`src/rtl/sampletrig_pkg.sv`:
```
// rtl/sampletrig_pkg.sv - shared state, mode, control-bit and register-address constants for sampletrig
package sampletrig_pkg;

  typedef enum logic [2:0] {
    ST_OFF      = 3'd0,
    ST_ARMING   = 3'd1,
    ST_ARMED_LO = 3'd2,
    ST_ARMED_HI = 3'd3,
    ST_HOLDOFF  = 3'd4
  } state_e;

  localparam logic [1:0] MODE_OFF    = 2'd0;
  localparam logic [1:0] MODE_RISE   = 2'd1;
  localparam logic [1:0] MODE_FALL   = 2'd2;
  localparam logic [1:0] MODE_EITHER = 2'd3;

  localparam int CTRL_MODE_LSB = 0;
  localparam int CTRL_MODE_MSB = 1;
  localparam int CTRL_CHSEL    = 2;
  localparam int CTRL_EN       = 3;

  localparam logic [3:0] ADDR_CTRL       = 4'd0;
  localparam logic [3:0] ADDR_STATUS     = 4'd1;
  localparam logic [3:0] ADDR_THRESH_LO  = 4'd2;
  localparam logic [3:0] ADDR_THRESH_HI  = 4'd3;
  localparam logic [3:0] ADDR_HYST_LO    = 4'd4;
  localparam logic [3:0] ADDR_HYST_HI    = 4'd5;
  localparam logic [3:0] ADDR_HOLDOFF_LO = 4'd6;
  localparam logic [3:0] ADDR_HOLDOFF_HI = 4'd7;
  localparam logic [3:0] ADDR_TRIGCNT0   = 4'd8;
  localparam logic [3:0] ADDR_TRIGCNT1   = 4'd9;
  localparam logic [3:0] ADDR_TRIGCNT2   = 4'd10;
  localparam logic [3:0] ADDR_TRIGCNT3   = 4'd11;
  localparam logic [3:0] ADDR_TRIGVAL_LO = 4'd12;
  localparam logic [3:0] ADDR_TRIGVAL_HI = 4'd13;
  localparam logic [3:0] ADDR_RSVD_14    = 4'd14;
  localparam logic [3:0] ADDR_RSVD_15    = 4'd15;

  function automatic logic mode_has_rise(input logic [1:0] m);
    return (m == MODE_RISE) || (m == MODE_EITHER);
  endfunction

  function automatic logic mode_has_fall(input logic [1:0] m);
    return (m == MODE_FALL) || (m == MODE_EITHER);
  endfunction

endpackage

```
`src/rtl/sampletrig_trig_compare.sv`:
```
// rtl/sampletrig_trig_compare.sv - 18-bit signed comparison of a sample against threshold and hysteresis band
module trig_compare
  import sampletrig_pkg::*;
(
  input  logic signed [17:0] v,
  input  logic        [15:0] thresh,
  input  logic        [15:0] hyst,
  output logic               arm_lo,
  output logic               arm_hi,
  output logic               fire_up,
  output logic               fire_dn
);

  logic signed [17:0] thr_s;
  logic signed [17:0] hyst_s;
  logic signed [17:0] lo;
  logic signed [17:0] hi;

  // Two guard bits keep THRESH +/- HYST exact over the full 16-bit ranges.
  always_comb begin
    thr_s   = {{2{thresh[15]}}, thresh};
    hyst_s  = {2'b00, hyst};
    lo      = thr_s - hyst_s;
    hi      = thr_s + hyst_s;
    arm_lo  = (v <= lo);
    arm_hi  = (v >= hi);
    fire_up = (v >= thr_s);
    fire_dn = (v <= thr_s);
  end

endmodule

```
`src/rtl/sampletrig.sv`:
```
// rtl/sampletrig.sv - sample pass-through with hysteresis level trigger, holdoff and byte-wide register bus
module sampletrig
  import sampletrig_pkg::*;
#(
  parameter int HOLDOFF_W = 16
) (
  input  logic        clk,
  input  logic        rst_n,
  input  logic [31:0] in_sample,
  input  logic        in_avail,
  output logic [31:0] sample,
  output logic        sample_avail,
  output logic        trigger,
  input  logic        wb_stb_i,
  input  logic        wb_cyc_i,
  input  logic        wb_we_i,
  input  logic [15:0] wb_adr_i,
  input  logic [7:0]  wb_dat_i,
  output logic [7:0]  wb_dat_o,
  output logic        wb_ack_o
);

  state_e               state_q, state_d;
  logic [3:0]           ctrl_q, ctrl_d;
  logic [15:0]          thresh_q, thresh_d;
  logic [15:0]          hyst_q, hyst_d;
  logic [HOLDOFF_W-1:0] holdoff_q, holdoff_d;
  logic [HOLDOFF_W-1:0] hcnt_q, hcnt_d;
  logic [31:0]          trigcnt_q, trigcnt_d;
  logic [15:0]          trigval_q, trigval_d;
  logic [31:0]          sample_q, sample_d;
  logic                 avail_q, avail_d;
  logic                 trig_q, trig_d;

  logic                 wr_en;
  logic                 ctrl_wr;
  logic                 cfg_wr_ok;
  logic                 fire;
  logic [3:0]           adr;
  logic [11:0]          adr_unused;
  logic [1:0]           mode;
  logic [15:0]          ch;
  logic signed [17:0]   v;
  logic [15:0]          ho_img;
  logic [15:0]          ho_new;
  logic                 arm_lo, arm_hi, fire_up, fire_dn;

  assign adr        = wb_adr_i[3:0];
  assign adr_unused = wb_adr_i[15:4];
  assign wr_en      = wb_cyc_i && wb_stb_i && wb_we_i;
  assign ctrl_wr    = wr_en && (adr == ADDR_CTRL);
  assign cfg_wr_ok  = wr_en && !ctrl_q[CTRL_EN];
  assign mode       = ctrl_q[CTRL_MODE_MSB:CTRL_MODE_LSB];
  assign ch         = ctrl_q[CTRL_CHSEL] ? in_sample[31:16] : in_sample[15:0];
  assign v          = {{2{ch[15]}}, ch};
  assign ho_img     = 16'(holdoff_q);

  trig_compare u_cmp (
    .v       (v),
    .thresh  (thresh_q),
    .hyst    (hyst_q),
    .arm_lo  (arm_lo),
    .arm_hi  (arm_hi),
    .fire_up (fire_up),
    .fire_dn (fire_dn)
  );

  // A CTRL write overrides whatever the sample stream decided this cycle.
  always_comb begin
    state_d = state_q;
    hcnt_d  = hcnt_q;
    fire    = 1'b0;
    if (in_avail) begin
      case (state_q)
        ST_ARMING: begin
          if (arm_lo && mode_has_rise(mode)) begin
            state_d = ST_ARMED_LO;
          end else if (arm_hi && mode_has_fall(mode)) begin
            state_d = ST_ARMED_HI;
          end
        end
        ST_ARMED_LO: fire = fire_up;
        ST_ARMED_HI: fire = fire_dn;
        ST_HOLDOFF: begin
          if (hcnt_q == '0) begin
            state_d = ST_ARMING;
          end else begin
            hcnt_d = hcnt_q - HOLDOFF_W'(1);
          end
        end
        default: ;
      endcase
    end
    if (fire) begin
      state_d = ST_HOLDOFF;
      hcnt_d  = holdoff_q;
    end
    if (ctrl_wr) begin
      if (wb_dat_i[CTRL_EN] && (wb_dat_i[CTRL_MODE_MSB:CTRL_MODE_LSB] != MODE_OFF)) begin
        state_d = ST_ARMING;
      end else begin
        state_d = ST_OFF;
      end
    end
  end

  always_comb begin
    ctrl_d   = ctrl_q;
    thresh_d = thresh_q;
    hyst_d   = hyst_q;
    ho_new   = ho_img;
    if (ctrl_wr) begin
      ctrl_d = wb_dat_i[3:0];
    end
    if (cfg_wr_ok) begin
      case (adr)
        ADDR_THRESH_LO:  thresh_d[7:0]  = wb_dat_i;
        ADDR_THRESH_HI:  thresh_d[15:8] = wb_dat_i;
        ADDR_HYST_LO:    hyst_d[7:0]    = wb_dat_i;
        ADDR_HYST_HI:    hyst_d[15:8]   = wb_dat_i;
        ADDR_HOLDOFF_LO: ho_new[7:0]    = wb_dat_i;
        ADDR_HOLDOFF_HI: ho_new[15:8]   = wb_dat_i;
        default: ;
      endcase
    end
    holdoff_d = HOLDOFF_W'(ho_new);
    trigcnt_d = trigcnt_q + 32'(fire);
    trigval_d = fire ? ch : trigval_q;
    sample_d  = in_sample;
    avail_d   = in_avail;
    trig_d    = fire;
  end

  always_ff @(posedge clk or negedge rst_n) begin
    if (!rst_n) begin
      state_q   <= ST_OFF;
      ctrl_q    <= '0;
      thresh_q  <= '0;
      hyst_q    <= '0;
      holdoff_q <= '0;
      hcnt_q    <= '0;
      trigcnt_q <= '0;
      trigval_q <= '0;
      sample_q  <= '0;
      avail_q   <= 1'b0;
      trig_q    <= 1'b0;
    end else begin
      state_q   <= state_d;
      ctrl_q    <= ctrl_d;
      thresh_q  <= thresh_d;
      hyst_q    <= hyst_d;
      holdoff_q <= holdoff_d;
      hcnt_q    <= hcnt_d;
      trigcnt_q <= trigcnt_d;
      trigval_q <= trigval_d;
      sample_q  <= sample_d;
      avail_q   <= avail_d;
      trig_q    <= trig_d;
    end
  end

  always_comb begin
    wb_dat_o = 8'h00;
    case (adr)
      ADDR_CTRL:       wb_dat_o = {4'h0, ctrl_q};
      ADDR_STATUS:     wb_dat_o = {5'h00, state_q};
      ADDR_THRESH_LO:  wb_dat_o = thresh_q[7:0];
      ADDR_THRESH_HI:  wb_dat_o = thresh_q[15:8];
      ADDR_HYST_LO:    wb_dat_o = hyst_q[7:0];
      ADDR_HYST_HI:    wb_dat_o = hyst_q[15:8];
      ADDR_HOLDOFF_LO: wb_dat_o = ho_img[7:0];
      ADDR_HOLDOFF_HI: wb_dat_o = ho_img[15:8];
      ADDR_TRIGCNT0:   wb_dat_o = trigcnt_q[7:0];
      ADDR_TRIGCNT1:   wb_dat_o = trigcnt_q[15:8];
      ADDR_TRIGCNT2:   wb_dat_o = trigcnt_q[23:16];
      ADDR_TRIGCNT3:   wb_dat_o = trigcnt_q[31:24];
      ADDR_TRIGVAL_LO: wb_dat_o = trigval_q[7:0];
      ADDR_TRIGVAL_HI: wb_dat_o = trigval_q[15:8];
      ADDR_RSVD_14, ADDR_RSVD_15: wb_dat_o = 8'h00;
      default:         wb_dat_o = 8'h00;
    endcase
  end

  assign sample       = sample_q;
  assign sample_avail = avail_q;
  assign trigger      = trig_q;
  assign wb_ack_o     = 1'b1;

endmodule

```
`config.mk`:
```
export PLATFORM = sky130hd
export DESIGN_NAME = sampletrig
export DESIGN_NICKNAME = d
export VERILOG_FILES = /design/src/rtl/sampletrig_pkg.sv /design/src/rtl/sampletrig_trig_compare.sv /design/src/rtl/sampletrig.sv
export SDC_FILE = /design/constraint.sdc
export NUM_CORES = 1
export LEC_CHECK = 0
export ABC_AREA = 1
export BUFFER_PORTS_ARGS = -buffer_cell sky130_fd_sc_hd__clkbuf_2
export CAP_MARGIN = 10
export CORE_ASPECT_RATIO = 0.5
export CORE_UTILIZATION = 55
export CTS_BUF_LIST = sky130_fd_sc_hd__clkbuf_16
export DETAILED_ROUTE_END_ITERATION = 8
export GPL_TIMING_DRIVEN = 0
export PLACE_DENSITY = 0.77
export SYNTH_ARGS = -nofsm -noshare
export SYNTH_HDL_FRONTEND = slang
export SYNTH_HIERARCHICAL = 1
export SYNTH_SLANG_ARGS = --single-unit
```
`constraint.sdc`:
```
create_clock -name clk -period 3.4 [get_ports clk]
set_input_delay 0.34 -clock clk [delete_from_list [all_inputs] [get_ports clk]]
set_output_delay 0.34 -clock clk [all_outputs]
set_load 0.1 [all_outputs]
```
==> results.sh <==
export IMPL_status="finished, violations left"
export IMPL_violations="setup timing"
export IMPL_power_net_switching_mw=4.02
export IMPL_vias=11500
export IMPL_viasPerCell=5.86
export IMPL_ir_drop_uv=417
export IMPL_initial_core_util_pct=57.5
export IMPL_layout_commonest_cell="nand2_1"
export IMPL_finalHoldViolations=0
export IMPL_core_area_sq_um=18800
export IMPL_mostFrequentLayoutCells="nand2_1 (415), inv_1 (168), dfrtp_1 (133)"
export IMPL_syn_nets=1658
export IMPL_clock_latency_ns=0.44
export IMPL_synth_top_family_by_area="simple AND/OR/NAND/NOR gates"
export IMPL_seq_power_share_pct=28.2
export IMPL_htree_levels=4
export IMPL_syn_avg_cell_area_sq_um=7.21
export IMPL_internal_power_mw=4.84
export IMPL_pwr_density_cell_nw_per_um2=635
export IMPL_yosys_area_share_simple_pct=31.1
export IMPL_total_power_mw=8.85
export IMPL_p_leak_nw=7.00
export IMPL_min_period_ns=3.57
export IMPL_n_fill_cell=1400
export IMPL_remaining_drc_errors=0
export IMPL_setup_slack_ns=-0.173
export IMPL_drtPass1Iterations=9
export IMPL_fin_crit_sh_pct=105
export IMPL_rsz0062_at_grt="yes"
export IMPL_path_clk_slew_ns=0.07
export IMPL_syn_inst=1502
export IMPL_grt_pass1_vias=10100
export IMPL_fp_row_count=35
export IMPL_critical_path_class="register to register"
export IMPL_synth_compound_area_share_pct=10.3
export IMPL_grt_pass1_wl_mm=53.9
export IMPL_ys_seq_area_share_pct=35.3
export IMPL_fin_skew_ns=0.0131
export IMPL_cp_arrival_ns=3.95
export IMPL_nets=1852
export IMPL_path_max_fanout=7
export IMPL_ys_ff_latch=153
export IMPL_num_io_pins=105
export IMPL_post_drt_wl_per_cell_um=19.4
export IMPL_synth_flop_cell="dfrtp_1"
export IMPL_drv_slew=0
export IMPL_grt_max_degree=101
export IMPL_synthDistinctLibCells=46
export IMPL_worst_slew_pin_slew_ns=0.602
export IMPL_placed_cells=1853
export IMPL_maxClockFrequency_mhz=280
export IMPL_drive_above_1_share_pct=26.9
export IMPL_synthMuxAreaShare_pct=0
export IMPL_async_flop_share_pct=100
export IMPL_clk_path_buf_depth=2
export IMPL_routabilityCongestion=1.06
export IMPL_io_buffers=91
export IMPL_cts_tree="yes"
export IMPL_antenna_cells=0
export IMPL_grt_overflow_total=0
export IMPL_final_cells=1967
export IMPL_netlist_area_sq_um=10800
export IMPL_ant_nets=0
export IMPL_dpl_hpwl_mm=25.8
export IMPL_finalSetupViolCount=17
export IMPL_critPathLaunchType="register"
export IMPL_cts_made_buffers=17
export IMPL_synth_top_area_share_pct=35.3
export IMPL_switching_share_pct=45.4
export IMPL_synth_edff_count=0
export IMPL_cp_end_kind="register"
export IMPL_placed_cell_area_sq_um=11700
export IMPL_pwr_share_clk_pct=22.8
export IMPL_comb_power_share_pct=49.0
export IMPL_yosysWarnings=6
export IMPL_grt_util_all_layers_pct=34.5
export IMPL_synth_area_leaders="dfrtp_1 (35%), nand2_1 (17%), ha_1 (11%)"
export IMPL_yosys_area_top_type="dfrtp_1"
export IMPL_die_y_um=101
export IMPL_antenna_found_initial=0
export IMPL_synth_adder_area_share_pct=11.0
export IMPL_drtIter0Drc=1461
export IMPL_routed_wl_mm=38.1
export IMPL_stdcell_area_sq_um=13900
export IMPL_relSlewSlack_pct=59.9
export IMPL_crit_required_ns=3.78
export IMPL_die_area_sq_um=20300
export IMPL_die_w_um=200
export IMPL_synth_xor_area_share_pct=4.12
export IMPL_area_growth_pct=28.7
export IMPL_cap_violations=0
export IMPL_hp_class="input port to register"
export IMPL_cts_root_buf="clkbuf_16"
export IMPL_cts_sinks=153
-- layer usage --
metal | global-route usage (%) | share of wire [%]
met1 | 48.4 | 41
met2 | 55.4 | 45
met3 | 4.95 | 10
met4 | 11.9 | 4.3
met5 | 0 | 0
-- flip-flops by register name, summed over array words and instances (netlist names) --
signal and count:
sample 32, trigcnt_q 32, trigger 1, trigval_q 16, thresh_q 16, ctrl_q 4, hcnt_q 16, state_q 3
hyst_q 16, sample_avail 1, ho_img 16
-- cells by family after synthesis --
| group | Yosys count |
|---|---|
| AOI/OAI and AO/OA | 198 |
| and+or+nand+nor | 787 |
| DFF | 153 |
| buffers and inverters | 218 |
| adders and majority gates | 94 |
| other | 1 |
| xor gates and xnor gates | 51 |
-- Yosys cell counts, types with 5 or more instances --
master / n
nor2_1: 137
xnor2_1: 6
nand3b_1: 5
inv_1: 176
nor2_2: 6
nand3_2: 6
o21ai_0: 96
dfrtp_1: 153
o22ai_1: 10
nand2_2: 13
o21ai_1: 11
xor2_1: 45
ha_1: 92
inv_2: 12
o21bai_1: 11
nand3_1: 84
nand2_1: 478
a21oi_1: 45
nor2_4: 10
a31oi_1: 5
buf_2: 14
nor3_1: 18
nand4_1: 19
clkbuf_1: 6
-- power by group through the flow --
| stage | registers, mW | logic (mW) | clock network (mW) |
|---|---|---|---|
| finish | 2.49 | 4.34 | 2.02 |
| global route | 2.53 | 4.72 | 2.09 |
| global placement | 2.48 | 3.28 | 0 |
| floorplan | 2.55 | 2.41 | 0 |
| CTS | 2.47 | 3.70 | 1.99 |
| detailed placement | 2.49 | 3.40 | 0 |
-- per-stage QoR --
step	setup WS (ns)	utilization [%]	hold WS, ns	setup TNS [ns]
floorplan	0.00460	-	0.0444	0
global placement	-1.06	61.8	0.456	-120.94
detailed placement	-1.22	62.0	0.334	-37.08
CTS	-0.120	68.7	0.0226	-0.690
global route	-0.323	74.0	0.0236	-4.99
finish	-0.173	74.0	0.0192	-1.30
-- worst paths after layout --
kind                                from             to  slack, ns  cells after the start
setup / recovery               hyst_q[2]     state_q[1]      -0.17                     27
max in group asynchronous          rst_n    thresh_q[5]       2.03                      3
hold / removal             in_sample[24]     sample[24]       0.02                      1
min in group asynchronous          rst_n  trigcnt_q[21]       0.43                      2
setup reg to reg               hyst_q[2]     state_q[1]      -0.17                     27
hold reg to reg            trigcnt_q[30]  trigcnt_q[30]       0.48                      2
-- cell type report --
class	count	area [sq um]	area share, %
Buffer	26	218	1.56
Clock buffer	17	425	3.05
Clock inverter	14	171	1.23
Inverter	191	751	5.39
Multi-Input combinational cell	1131	7030	50.4
Sequential cell	153	3850	27.6
Tap cell	259	324	2.32
Timing Repair Buffer	175	1160	8.32
Timing Repair inverter	1	8.76	0.0628
-- critical path, cell delays in order, from the launching register on --
cell	delay [ns]
dfrtp_1	0.42
inv_2	0.07
ha_4	0.27
buf_6	0.13
inv_2	0.07
nand2_2	0.07
nand2_1	0.06
nand2_1	0.06
nand2_1	0.10
nand2_1	0.13
nand3_2	0.12
buf_4	0.16
xor2_1	0.14
ha_1	0.34
a21oi_2	0.15
o21a_1	0.17
nand2_1	0.07
nand2_1	0.09
nand2_1	0.08
nand2_1	0.10
nand3_2	0.14
a21oi_2	0.17
nand2_1	0.06
nand2_1	0.06
nand2_2	0.07
nand2_2	0.08
nand2_1	0.05
nand2_1	0.07
-- repair_timing --
| item | in CTS | in global routing |
|---|---|---|
| buffers inserted | 29 | 53 |
| hold buffers | 1 | 0 |
| gates resized for setup | 91 | 164 |
| pin swaps | 24 | 70 |
| hold endpoints to repair | 53 | 0 |
| gates cloned | 3 | 0 |
| setup endpoints to repair | 68 | 34 |
No activity file was read; power rests on OpenSTA's default activity.
